## config.mk

```make
export PLATFORM = sky130hd
export DESIGN_NAME = rs_encode_line_dispatch_flat
export DESIGN_NICKNAME = d
export VERILOG_FILES = /design/src/rtl/rs_encode_line_dispatch_if.sv /design/src/rtl/rs_encode_line_dispatch.sv /design/src/flat_wrapper.sv
export SDC_FILE = /design/constraint.sdc
export NUM_CORES = 1
export LEC_CHECK = 0
export ABC_CLOCK_PERIOD_IN_PS = 12500
export CELL_PAD_IN_SITES_DETAIL_PLACEMENT = 0
export CELL_PAD_IN_SITES_GLOBAL_PLACEMENT = 1
export CORE_ASPECT_RATIO = 1.25
export CORE_MARGIN = 3
export CORE_UTILIZATION = 36
export DETAILED_ROUTE_END_ITERATION = 8
export PLACE_DENSITY = 0.72
export REMOVE_ABC_BUFFERS = 1
export SYNTH_ARGS = -nofsm -noshare
export SYNTH_HDL_FRONTEND = slang
export SYNTH_SLANG_ARGS = --single-unit
```

## constraint.sdc

```tcl
create_clock -name clk -period 12.5 [get_ports clk]
set_clock_uncertainty 0.15 [all_clocks]
set_input_delay 2.5 -clock clk [delete_from_list [all_inputs] [get_ports clk]]
set_output_delay 2.5 -clock clk [all_outputs]
set_load 0.1 [all_outputs]
```

## src/rtl/rs_encode_line_dispatch_if.sv

```systemverilog
// Interface bundling the line dispatcher's stream and per-unit encoder handshakes.
// The master modport belongs to the dispatcher. The slave modport belongs to the
// environment: the line source and the encoder units.
// With RS_DISPATCH_PERF_EN defined, the interface also carries the two performance counters.
interface rs_encode_line_dispatch_if #(
  parameter int DATA_W       = 256,
  parameter int NUM_RS_UNITS = 4,
  parameter int UNIT_SEL_W   = (NUM_RS_UNITS > 1) ? $clog2(NUM_RS_UNITS) : 1
);
  logic                    src_dispatch_line_val;
  logic [DATA_W-1:0]       src_dispatch_line;
  logic                    dispatch_src_line_rdy;
  logic [NUM_RS_UNITS-1:0] dispatch_encoder_line_vals;
  logic [DATA_W-1:0]       dispatch_encoder_line;
  logic [NUM_RS_UNITS-1:0] encoder_dispatch_line_rdys;
  logic                    dispatch_block_done;
  logic [UNIT_SEL_W-1:0]   dispatch_unit_sel;
`ifdef RS_DISPATCH_PERF_EN
  logic [31:0]             dispatch_stall_cycles;
  logic [31:0]             dispatch_blocks_sent;

  modport master (
    input  src_dispatch_line_val, src_dispatch_line, encoder_dispatch_line_rdys,
    output dispatch_src_line_rdy, dispatch_encoder_line_vals, dispatch_encoder_line,
    output dispatch_block_done, dispatch_unit_sel,
    output dispatch_stall_cycles, dispatch_blocks_sent
  );

  modport slave (
    output src_dispatch_line_val, src_dispatch_line, encoder_dispatch_line_rdys,
    input  dispatch_src_line_rdy, dispatch_encoder_line_vals, dispatch_encoder_line,
    input  dispatch_block_done, dispatch_unit_sel,
    input  dispatch_stall_cycles, dispatch_blocks_sent
  );
`else
  modport master (
    input  src_dispatch_line_val, src_dispatch_line, encoder_dispatch_line_rdys,
    output dispatch_src_line_rdy, dispatch_encoder_line_vals, dispatch_encoder_line,
    output dispatch_block_done, dispatch_unit_sel
  );

  modport slave (
    output src_dispatch_line_val, src_dispatch_line, encoder_dispatch_line_rdys,
    input  dispatch_src_line_rdy, dispatch_encoder_line_vals, dispatch_encoder_line,
    input  dispatch_block_done, dispatch_unit_sel
  );
`endif
endinterface

```

## src/rtl/rs_encode_line_dispatch.sv

```systemverilog
// Upstream stage of the multi-unit RS line encoder.
// It takes one val/rdy stream of lines and sends each block of NUM_LINES
// consecutive lines to one encoder unit. Units are used in strict round-robin order.
// Each line passes through a 2-entry skid buffer, and every entry carries its
// own {unit, last} tag. Because of this, a unit switch costs no bubble, and the
// input ready comes straight from a flop.
// The head of the buffer blocks the whole output: if the unit at the head
// stalls, every unit waits, and block order is preserved.
// Optional feature, enabled by defining RS_DISPATCH_PERF_EN: stall and
// blocks-sent performance counters.
module rs_encode_line_dispatch #(
  parameter int DATA_W       = 256,
  parameter int NUM_LINES    = 8,
  parameter int NUM_RS_UNITS = 4,
  parameter int UNIT_SEL_W   = (NUM_RS_UNITS > 1) ? $clog2(NUM_RS_UNITS) : 1,
  parameter int LINE_CNT_W   = (NUM_LINES > 1) ? $clog2(NUM_LINES) : 1
) (
  input  logic                      clk,
  input  logic                      rst,
  rs_encode_line_dispatch_if.master bus
);

  logic [DATA_W-1:0]     buf_data [2];
  logic [UNIT_SEL_W-1:0] buf_unit [2];
  logic [1:0]            buf_last;
  logic                  rd_ptr;
  logic                  wr_ptr;
  logic [1:0]            count;
  logic [1:0]            count_nxt;

  logic [LINE_CNT_W-1:0] line_cnt;
  logic [UNIT_SEL_W-1:0] in_unit;
  logic                  rdy_q;
  logic                  done_q;

  logic                  push;
  logic                  pop;
  logic                  head_valid;
  logic [UNIT_SEL_W-1:0] head_unit;
  logic                  head_last;
  logic                  in_last;
  logic                  in_unit_last;

  assign head_valid   = (count != 2'd0);
  assign head_unit    = buf_unit[rd_ptr];
  assign head_last    = buf_last[rd_ptr];
  assign push         = bus.src_dispatch_line_val & rdy_q;
  // Only the ready of the unit named by the head tag matters.
  assign pop          = head_valid & bus.encoder_dispatch_line_rdys[head_unit];
  assign in_last      = (line_cnt == LINE_CNT_W'(NUM_LINES - 1));
  assign in_unit_last = (in_unit == UNIT_SEL_W'(NUM_RS_UNITS - 1));

  // Occupancy after this cycle's push/pop; it also feeds the registered ready.
  always_comb begin
    count_nxt = count;
    if (push && !pop) begin
      count_nxt = count + 2'd1;
    end else if (pop && !push) begin
      count_nxt = count - 2'd1;
    end
  end

  // Skid buffer control, tags, registered ready and block-done pulse.
  always_ff @(posedge clk or posedge rst) begin
    if (rst) begin
      count    <= 2'd0;
      rd_ptr   <= 1'b0;
      wr_ptr   <= 1'b0;
      rdy_q    <= 1'b0;
      done_q   <= 1'b0;
      buf_last <= 2'b00;
      buf_unit <= '{default: '0};
    end else begin
      count  <= count_nxt;
      rdy_q  <= (count_nxt < 2'd2);
      done_q <= pop & head_last;
      if (push) begin
        buf_unit[wr_ptr] <= in_unit;
        buf_last[wr_ptr] <= in_last;
        wr_ptr           <= ~wr_ptr;
      end
      if (pop) begin
        rd_ptr <= ~rd_ptr;
      end
    end
  end

  // Line payload storage. The data path is left unreset because the output is gated while the buffer is empty.
  always_ff @(posedge clk) begin
    if (push) begin
      buf_data[wr_ptr] <= bus.src_dispatch_line;
    end
  end

  // Input-side block tracking: line-in-block counter and round-robin unit pointer.
  always_ff @(posedge clk or posedge rst) begin
    if (rst) begin
      line_cnt <= '0;
      in_unit  <= '0;
    end else if (push) begin
      if (in_last) begin
        line_cnt <= '0;
        in_unit  <= in_unit_last ? '0 : in_unit + UNIT_SEL_W'(1);
      end else begin
        line_cnt <= line_cnt + LINE_CNT_W'(1);
      end
    end
  end

  // Present the head entry to its unit; valids and data are zero while empty.
  always_comb begin
    bus.dispatch_encoder_line_vals = '0;
    bus.dispatch_encoder_line      = '0;
    if (head_valid) begin
      bus.dispatch_encoder_line_vals[head_unit] = 1'b1;
      bus.dispatch_encoder_line                 = buf_data[rd_ptr];
    end
  end

  assign bus.dispatch_src_line_rdy = rdy_q;
  assign bus.dispatch_block_done   = done_q;
  assign bus.dispatch_unit_sel     = in_unit;

`ifdef RS_DISPATCH_PERF_EN
  logic [31:0] stall_cycles_q;
  logic [31:0] blocks_sent_q;

  // Stall counter saturates; the blocks-sent counter wraps at 2^32.
  always_ff @(posedge clk or posedge rst) begin
    if (rst) begin
      stall_cycles_q <= 32'd0;
      blocks_sent_q  <= 32'd0;
    end else begin
      if (head_valid && !pop && (stall_cycles_q != 32'hFFFF_FFFF)) begin
        stall_cycles_q <= stall_cycles_q + 32'd1;
      end
      if (done_q) begin
        blocks_sent_q <= blocks_sent_q + 32'd1;
      end
    end
  end

  assign bus.dispatch_stall_cycles = stall_cycles_q;
  assign bus.dispatch_blocks_sent  = blocks_sent_q;
`endif

endmodule

```

## src/flat_wrapper.sv

```systemverilog
// flat-port wrapper written by rule: the top's interface ports become plain ports
module rs_encode_line_dispatch_flat 
#(
  parameter int DATA_W       = 256,
  parameter int NUM_LINES    = 8,
  parameter int NUM_RS_UNITS = 4,
  parameter int UNIT_SEL_W   = (NUM_RS_UNITS > 1) ? $clog2(NUM_RS_UNITS) : 1,
  parameter int LINE_CNT_W   = (NUM_LINES > 1) ? $clog2(NUM_LINES) : 1
)
  (clk, rst, bus_src_dispatch_line_val, bus_src_dispatch_line, bus_encoder_dispatch_line_rdys, bus_dispatch_src_line_rdy, bus_dispatch_encoder_line_vals, bus_dispatch_encoder_line, bus_dispatch_block_done, bus_dispatch_unit_sel);
  rs_encode_line_dispatch_if #(.DATA_W(DATA_W), .NUM_RS_UNITS(NUM_RS_UNITS), .UNIT_SEL_W(UNIT_SEL_W)) bus_i ();
  input  logic clk;
  input  logic rst;
  input wire logic [$bits(bus_i.src_dispatch_line_val)-1:0] bus_src_dispatch_line_val;
  input wire logic [$bits(bus_i.src_dispatch_line)-1:0] bus_src_dispatch_line;
  input wire logic [$bits(bus_i.encoder_dispatch_line_rdys)-1:0] bus_encoder_dispatch_line_rdys;
  output wire logic [$bits(bus_i.dispatch_src_line_rdy)-1:0] bus_dispatch_src_line_rdy;
  output wire logic [$bits(bus_i.dispatch_encoder_line_vals)-1:0] bus_dispatch_encoder_line_vals;
  output wire logic [$bits(bus_i.dispatch_encoder_line)-1:0] bus_dispatch_encoder_line;
  output wire logic [$bits(bus_i.dispatch_block_done)-1:0] bus_dispatch_block_done;
  output wire logic [$bits(bus_i.dispatch_unit_sel)-1:0] bus_dispatch_unit_sel;
  assign bus_i.src_dispatch_line_val = bus_src_dispatch_line_val;
  assign bus_i.src_dispatch_line = bus_src_dispatch_line;
  assign bus_i.encoder_dispatch_line_rdys = bus_encoder_dispatch_line_rdys;
  assign bus_dispatch_src_line_rdy = bus_i.dispatch_src_line_rdy;
  assign bus_dispatch_encoder_line_vals = bus_i.dispatch_encoder_line_vals;
  assign bus_dispatch_encoder_line = bus_i.dispatch_encoder_line;
  assign bus_dispatch_block_done = bus_i.dispatch_block_done;
  assign bus_dispatch_unit_sel = bus_i.dispatch_unit_sel;
  rs_encode_line_dispatch #(.DATA_W(DATA_W), .NUM_LINES(NUM_LINES), .NUM_RS_UNITS(NUM_RS_UNITS), .UNIT_SEL_W(UNIT_SEL_W), .LINE_CNT_W(LINE_CNT_W)) u_core (.clk(clk), .rst(rst), .bus(bus_i));
endmodule
```

==> reports/qor.txt, run 1 <==
SETUP PATH
-------------------------------------------------------------------------------------
Required @ worst endpoint                                                     9.85 ns
Type of element capturing the critical path                               output port
Critical path data arrival time                                               4.54 ns
Start-to-end type of the worst setup path                                flip-flop to output port
Worst-path maximum fanout                                                          55
Number of cells on the worst reg-to-reg path                                        6
Element type at the critical path start                                     flip-flop

YOSYS
-------------------------------------------------------------------------------------
Sequential fraction of the synthesis area                                      0.7882
Top cell types by occurrence after synthesis                             512 x edfxtp_1, 258 x mux2i_1, 258 x nor2_1
Largest cells by area after synthesis                                    edfxtp_1 77%, mux2i_1 13%, nor2_1 4.8%
Netlist area before placement                                               20050 µm²
Mean area per synthesized cell                                              17.28 µm²
Synthesis warning total                                                             0
Most frequent cell after synthesis                                           edfxtp_1
Async set or reset register ratio after synthesis                             0.03214
Synth cell types                                                                   33
Number of standard cells after synthesis                                         1160
Number of enable flip-flop cells after synthesis                                  512
Portion of synthesized cell area occupied by the leading cell type             0.7670
Largest area contributor in the synthesized netlist                          edfxtp_1
Most common flop cell mapped by yosys                                        edfxtp_1
Total of flip-flops plus latches after synthesis                                  529

GLOBAL ROUTING
-------------------------------------------------------------------------------------
Overflow after GRT                                                                  0
GRT Overall Usage                                                              0.1681
Global-route wire length before repair                                       75.60 mm
Largest net degree at the start of global routing                                 160
Number of global-route vias before repair                                      12.27k
Number of antenna violations at the first check in global routing                  13

DRT
-------------------------------------------------------------------------------------
Initial DRT Pass Iterations                                                         5
Starting DRC count in detailed routing                                            563
Post-route DRC                                                                      0
Count of nets left with antenna violations after detail routing                     0
Detail-routed via count per cell                                                4.670
Detail-routed net length per standard cell                                   20.48 µm
Total wire length                                                            50.86 mm
Total via count after detailed routing                                         11.60k

TIMING
-------------------------------------------------------------------------------------
Achievable frequency                                                       0.1392 GHz
Final Setup Violations                                                              0
Total count of max-transition violations in the final report                        0
Final worst path period need                                                 7.186 ns
Final clock period utilization by the worst path                               0.5749
Relative slew slack                                                            0.1340
Final-layout worst hold slack                                               0.3504 ns
Slew of the pin with the lowest slew margin                                  1.299 ns
Number of hold violations in the final report                                       0
Unrepaired setup endpoints after global routing                                    no

CLOCK TREE
-------------------------------------------------------------------------------------
TritonCTS clock tree                                                              yes
Worst-case clock buffer depth                                                       3
Hold buffers post-CTS                                                               0
Clock-pin slew of the registers on the worst-case setup and hold paths        0.06 ns
Clock latency at the later pin of the worst-skew pair                         0.57 ns
TritonCTS Sinks                                                                   529
Setup repair bufs after CTS                                                         0
Root Driver                                                                 clkbuf_16
Number of H-tree branching levels                                                   2
Number of CTS-inserted buffers                                                     53
# resized after CTS                                                                 0

LAYOUT
-------------------------------------------------------------------------------------
Synth-to-Final Area Change                                                     38.92%
Net count, final                                                                 1963
Total of fill cells in the finished design                                       4759
Share of final-layout standard cells stronger than drive strength 1           0.05926

PLACED DESIGN
-------------------------------------------------------------------------------------
PortBufs                                                                          526
Post-detailed-placement half-perimeter wirelength                            33.65 mm
Final RePlAce weighted congestion                                              0.7924

JOB
-------------------------------------------------------------------------------------
Max-cap check violation count                                                       0

MIN PATH
-------------------------------------------------------------------------------------
Cells on Worst Hold Path                                                            2
Hold Crit Class                                                          flip-flop to flip-flop

FLOORPLANNING
-------------------------------------------------------------------------------------
Die Footprint                                                               58570 µm²
I/O pin total                                                                     527
Initial core utilization                                                       0.3644
Row count                                                                          96
Core area                                                                   55010 µm²
Die span in y                                                                269.8 µm
Horizontal die dimension                                                     217.1 µm

RUN STATUS
-------------------------------------------------------------------------------------
Status                                                                   finished clean

-- through the flow --
step / area, µm² / utilization / cells / worst slack [ns] / TNS [ns]
global placement: 26110 / 0.4747 / 2374 / 5.973 / 0
detailed placement: 26110 / 0.4747 / 2374 / 5.935 / 0
CTS: 27820 / 0.5057 / 2473 / 5.264 / 0
floorplan: 19790 / - / 1102 / -2.749 / -535.67
finish: 27850 / 0.5062 / 2484 / 5.314 / 0
global route: 27850 / 0.5062 / 2483 / 5.095 / 0
-- state kept, by name, indices dropped and copies added, names as in the netlist, 2 cells and up, named ones only --
signal                        count
u_core.buf_data                 512
u_core.buf_last                   2
u_core.buf_unit                   4
u_core.bus.dispatch_unit_sel      2
u_core.line_cnt                   3
-- final timing paths --
path / from / slack [ns] / to
setup / recovery: u_core.rd_ptr / 5.31 / bus_dispatch_encoder_line[83]
hold / removal: u_core.line_cnt[1] / 0.35 / u_core.line_cnt[1]
setup reg to reg: u_core.bus.dispatch_src_line_rdy / 8.93 / u_core.buf_data[1][97]
hold reg to reg: u_core.line_cnt[1] / 0.35 / u_core.line_cnt[1]
max in group asynchronous: rst / 9.52 / u_core.rd_ptr
min in group asynchronous: rst / 2.18 / u_core.buf_unit[2]
-- critical path, cell delays in order, from the launching register on --
cell	delay, ns
dfrtp_4	0.79
buf_4	0.66
buf_4	0.81
mux2i_1	0.23
nor2_1	0.14
clkdlybuf4s50_1	1.16
-- placed cells by master (no fill, tap or decap), types with 6 or more instances in the layout --
master,count
buf_4,9
clkbuf_1,12
clkbuf_16,55
clkdlybuf4s50_1,526
clkinv_1,9
clkinv_2,8
dfrtp_1,16
diode_2,11
edfxtp_1,512
inv_1,6
mux2_2,9
mux2i_1,258
nand2_1,6
nor2_1,257
-- metal layers --
layer,part of all wire,GRT usage
met5,0.00053,0
met4,0.033,0.06440
met3,0.061,0.04321
met2,0.53,0.2985
met1,0.37,0.1946
-- logic make-up (layout without fill, tap and decap cells) --
kind of cell | Yosys count | in the layout | synth area share
AOI/OAI and AO/OA | 12 | 12 | 0.004307
muxes | 267 | 267 | 0.1339
other | 0 | 11 | 0
and+or+nand+nor | 279 | 279 | 0.05487
xor gates and xnor gates | 2 | 2 | 0.0008740
adders and majority gates | 6 | 6 | 0.003745
buffers and inverters | 65 | 643 | 0.01411
DFF | 529 | 529 | 0.7882
-- final cells by class --
cell class              count  area [µm²]  area share
flip-flops and latches    529       15800      0.5675
well taps                 735       919.6     0.03302
diodes                     11       27.53   0.0009885
clock buffers              67        1421     0.05104
inverters                   7       33.78    0.001213
clock inverters            32       286.5     0.01029
multi-input cells         566        3983      0.1430
repair buffers            537        5373      0.1929
Power of run 1 is left out: the tool's default activity adds up to more than one toggle a clock period on the data nets, which glitch-free logic cannot reach.
==> run 2, diff against run 1 <==
--- a/config.mk
+++ b/config.mk
@@ -5,14 +5,14 @@
 export SDC_FILE = /design/constraint.sdc
 export NUM_CORES = 1
 export LEC_CHECK = 0
-export ABC_CLOCK_PERIOD_IN_PS = 12500
+export ABC_CLOCK_PERIOD_IN_PS = 7400
 export CELL_PAD_IN_SITES_DETAIL_PLACEMENT = 0
 export CELL_PAD_IN_SITES_GLOBAL_PLACEMENT = 1
 export CORE_ASPECT_RATIO = 1.25
 export CORE_MARGIN = 3
-export CORE_UTILIZATION = 36
+export CORE_UTILIZATION = 40
 export DETAILED_ROUTE_END_ITERATION = 8
-export PLACE_DENSITY = 0.72
+export PLACE_DENSITY = 0.76
 export REMOVE_ABC_BUFFERS = 1
 export SYNTH_ARGS = -nofsm -noshare
 export SYNTH_HDL_FRONTEND = slang
==> constraint.sdc (replaced) <==
create_clock -name clk -period 7.4 [get_ports clk]
set_clock_uncertainty 0.15 [all_clocks]
set_input_delay 1.48 -clock clk [delete_from_list [all_inputs] [get_ports clk]]
set_output_delay 1.48 -clock clk [all_outputs]
set_load 0.1 [all_outputs]
==> run 2 against run 1 <==
Effect of this change:
- cell count fell by 3.3%
- non-clock buffer count rose by 3
- utilization rose by 5.6 points
- register-to-register slack got worse by 4.8 ns
- first-iteration DRC count fell by 1.2%
- global-route usage rose by 1.2 points
- via count fell by 0.50%
- die area fell by 9.8%
==> reports/qor.txt, run 2 (same netlist as run 1, synthesis figures left out) <==
RUN STATUS
-------------------------------------------------------------------------------------
Status                                                                   finished clean

SETUP PATH
-------------------------------------------------------------------------------------
Type of element capturing the critical path                               output port
CP peak stage delay                                                           1.21 ns   +0.05 ns
Element type at the critical path start                                     flip-flop
CP Buf/Inv Count                                                                    2   -1
Kind of cell adding the most delay to the critical path                  buffers and inverters
Start-to-end type of the worst setup path                                flip-flop to output port
Critical path cell sequence                                              buf_12 > mux2i_1 > nor2_1 > clkdlybuf4s50_1
Worst-path maximum fanout                                                          77   +40%
Beginning of the critical path                                           u_core.rd_ptr
Required @ worst endpoint                                                     5.77 ns   -4.08 ns
Critical path data arrival time                                               3.87 ns   -0.67 ns
Worst r2r src                                                            u_core.rd_ptr
Max stage delay cell, worst path                                         clkdlybuf4s50_1

TIMING
-------------------------------------------------------------------------------------
Achievable frequency                                                       0.1818 GHz
Final clock period utilization by the worst path                               0.7432
Unrepaired setup endpoints after global routing                                    no
Final Setup Violations                                                              0   unchanged
Relative slew slack                                                            0.2723   +0.1383
Final worst path period need                                                 5.499 ns
Slew of the pin with the lowest slew margin                                  1.088 ns   -0.2109 ns
Number of hold violations in the final report                                       0   unchanged
Total count of max-transition violations in the final report                        0   unchanged
Final worst setup slack                                                      1.901 ns   -3.414 ns

CLOCK TREE
-------------------------------------------------------------------------------------
Setup repair bufs after CTS                                                         0   unchanged
Number of H-tree branching levels                                                   2   unchanged
TritonCTS Sinks                                                                   529   unchanged
Worst-case clock buffer depth                                                       3   unchanged
Hold buffers post-CTS                                                               0   unchanged
Clock latency at the later pin of the worst-skew pair                         0.58 ns   about the same
Number of CTS-inserted buffers                                                     52   -1.9%
Clock-pin slew of the registers on the worst-case setup and hold paths        0.06 ns   about the same
# resized after CTS                                                                 0   unchanged
Root Driver                                                                 clkbuf_16
TritonCTS clock tree                                                              yes

LAYOUT
-------------------------------------------------------------------------------------
Register containing the most flip-flops in the final layout              u_core.buf_data
Most used cells in the layout excluding fill and tap cells               526 x clkdlybuf4s50_1, 512 x edfxtp_1, 258 x mux2i_1
Most common cell after layout, fill and taps aside                       clkdlybuf4s50_1
Total of fill cells in the finished design                                       3984   -16%
Sequential cell area                                                        15800 µm²   unchanged
Share of final-layout standard cells stronger than drive strength 1           0.06045   +0.001186
Net count, final                                                                 1965   +0.10%
Footprint of the multi-input gates                                           3983 µm²   unchanged
Biggest registers after layout                                           u_core.buf_data (512), u_core.buf_unit (4), u_core.line_cnt (3)
Synth-to-Final Area Change                                                     38.49%
Max reg flops                                                                     512   unchanged

DRT
-------------------------------------------------------------------------------------
Total via count after detailed routing                                         11.54k   -0.50%
Post-route DRC                                                                      0   unchanged
Count of nets left with antenna violations after detail routing                     0   unchanged
Total wire length                                                            49.63 mm   -2.4%
Detail-routed via count per cell                                                4.807   +2.9%
Initial DRT Pass Iterations                                                         4   -1
Starting DRC count in detailed routing                                            556   -1.2%
Detail-routed net length per standard cell                                   20.67 µm   +0.95%

MIN PATH
-------------------------------------------------------------------------------------
Hold Crit Class                                                          flip-flop to flip-flop
Launch instance of the worst min-delay path                              u_core.line_cnt[1]

GLOBAL ROUTING
-------------------------------------------------------------------------------------
Number of global-route vias before repair                                      11.96k   -2.5%
Global-route wire length before repair                                       72.22 mm   -4.5%
Number of antenna violations at the first check in global routing                  18   +5
Largest net degree at the start of global routing                                 159   -0.63%
Overflow after GRT                                                                  0   unchanged
GRT Overall Usage                                                              0.1806   +0.01245

FLOORPLANNING
-------------------------------------------------------------------------------------
Die Footprint                                                               52850 µm²   -9.8%
Initial core utilization                                                       0.4057   +0.04128
Row count                                                                          91   -5.2%
Die span in y                                                                256.3 µm   -5.0%
Core area                                                                   49410 µm²   -10%
Horizontal die dimension                                                     206.2 µm   -5.0%
I/O pin total                                                                     527   unchanged

PLACED DESIGN
-------------------------------------------------------------------------------------
Final RePlAce weighted congestion                                              0.7832   -1.2%
PortBufs                                                                          526   unchanged
Post-detailed-placement half-perimeter wirelength                            32.64 mm   -3.0%
Pre-CTS setup slack                                                          2.502 ns   -3.433 ns

JOB
-------------------------------------------------------------------------------------
Max-cap check violation count                                                       0   unchanged

==> run 2: cell count changes in the layout (fill, tap and decap cells not counted), sizes merged <==
cell,before,now
buf,11,14
clkbuf,67,66
clkinv,20,19
clkinvlp,3,2
diode,11,13
inv,12,11
==> run 2: final cells by class <==
cell class,count,share of cell area
clock inverters,29,0.009195
clock buffers,66,0.05062
well taps,651,0.02934
multi-input cells,566,0.1435
repair buffers,540,0.1957
flip-flops and latches,529,0.5693
diodes,13,0.001172
inverters,7,0.001217
==> run 2: worst min-delay path: stages (launching register included) <==
cell and delay [ns]:
dfrtp_1 0.34, nand2_1 0.05, o21ai_0 0.06
==> run 2: metrics by stage <==
step | instances | hold slack (ns) | setup TNS, ns | utilization | cell area (µm²)
floorplan | 1102 | 0.3038 | -2719.33 | - | 19790
global route | 2399 | 0.3778 | 0 | 0.5617 | 27760
global placement | 2293 | 0.3195 | 0 | 0.5275 | 26070
finish | 2401 | 0.3362 | 0 | 0.5618 | 27760
CTS | 2388 | 0.3444 | 0 | 0.5611 | 27730
detailed placement | 2293 | 0.3308 | 0 | 0.5275 | 26070
==> run 2: worst paths after layout <==
| check | endpoint | slack, ns | cells past startpoint |
|---|---|---|---|
| max | bus_dispatch_encoder_line[205] | 1.90 | 4 |
| min | u_core.line_cnt[1] | 0.34 | 2 |
| max reg2reg | flip-flop | 4.17 | 8 |
| min reg2reg | u_core.line_cnt[1] | 0.34 | 2 |
| max in group asynchronous | u_core.rd_ptr | 5.47 | 2 |
| min in group asynchronous | u_core.line_cnt[2] | 1.14 | 2 |
==> run 2: metal layers <==
metal | up-vias | track usage | wire length [µm]
li1 | 5416 | - | -
met1 | 5631 | 0.2001 | 17970
met2 | 386 | 0.3165 | 25920
met3 | 99 | 0.05829 | 3819
met4 | 10 | 0.07810 | 1858
met5 | - | 0 | 68
Power of run 2 is left out for the same reason.
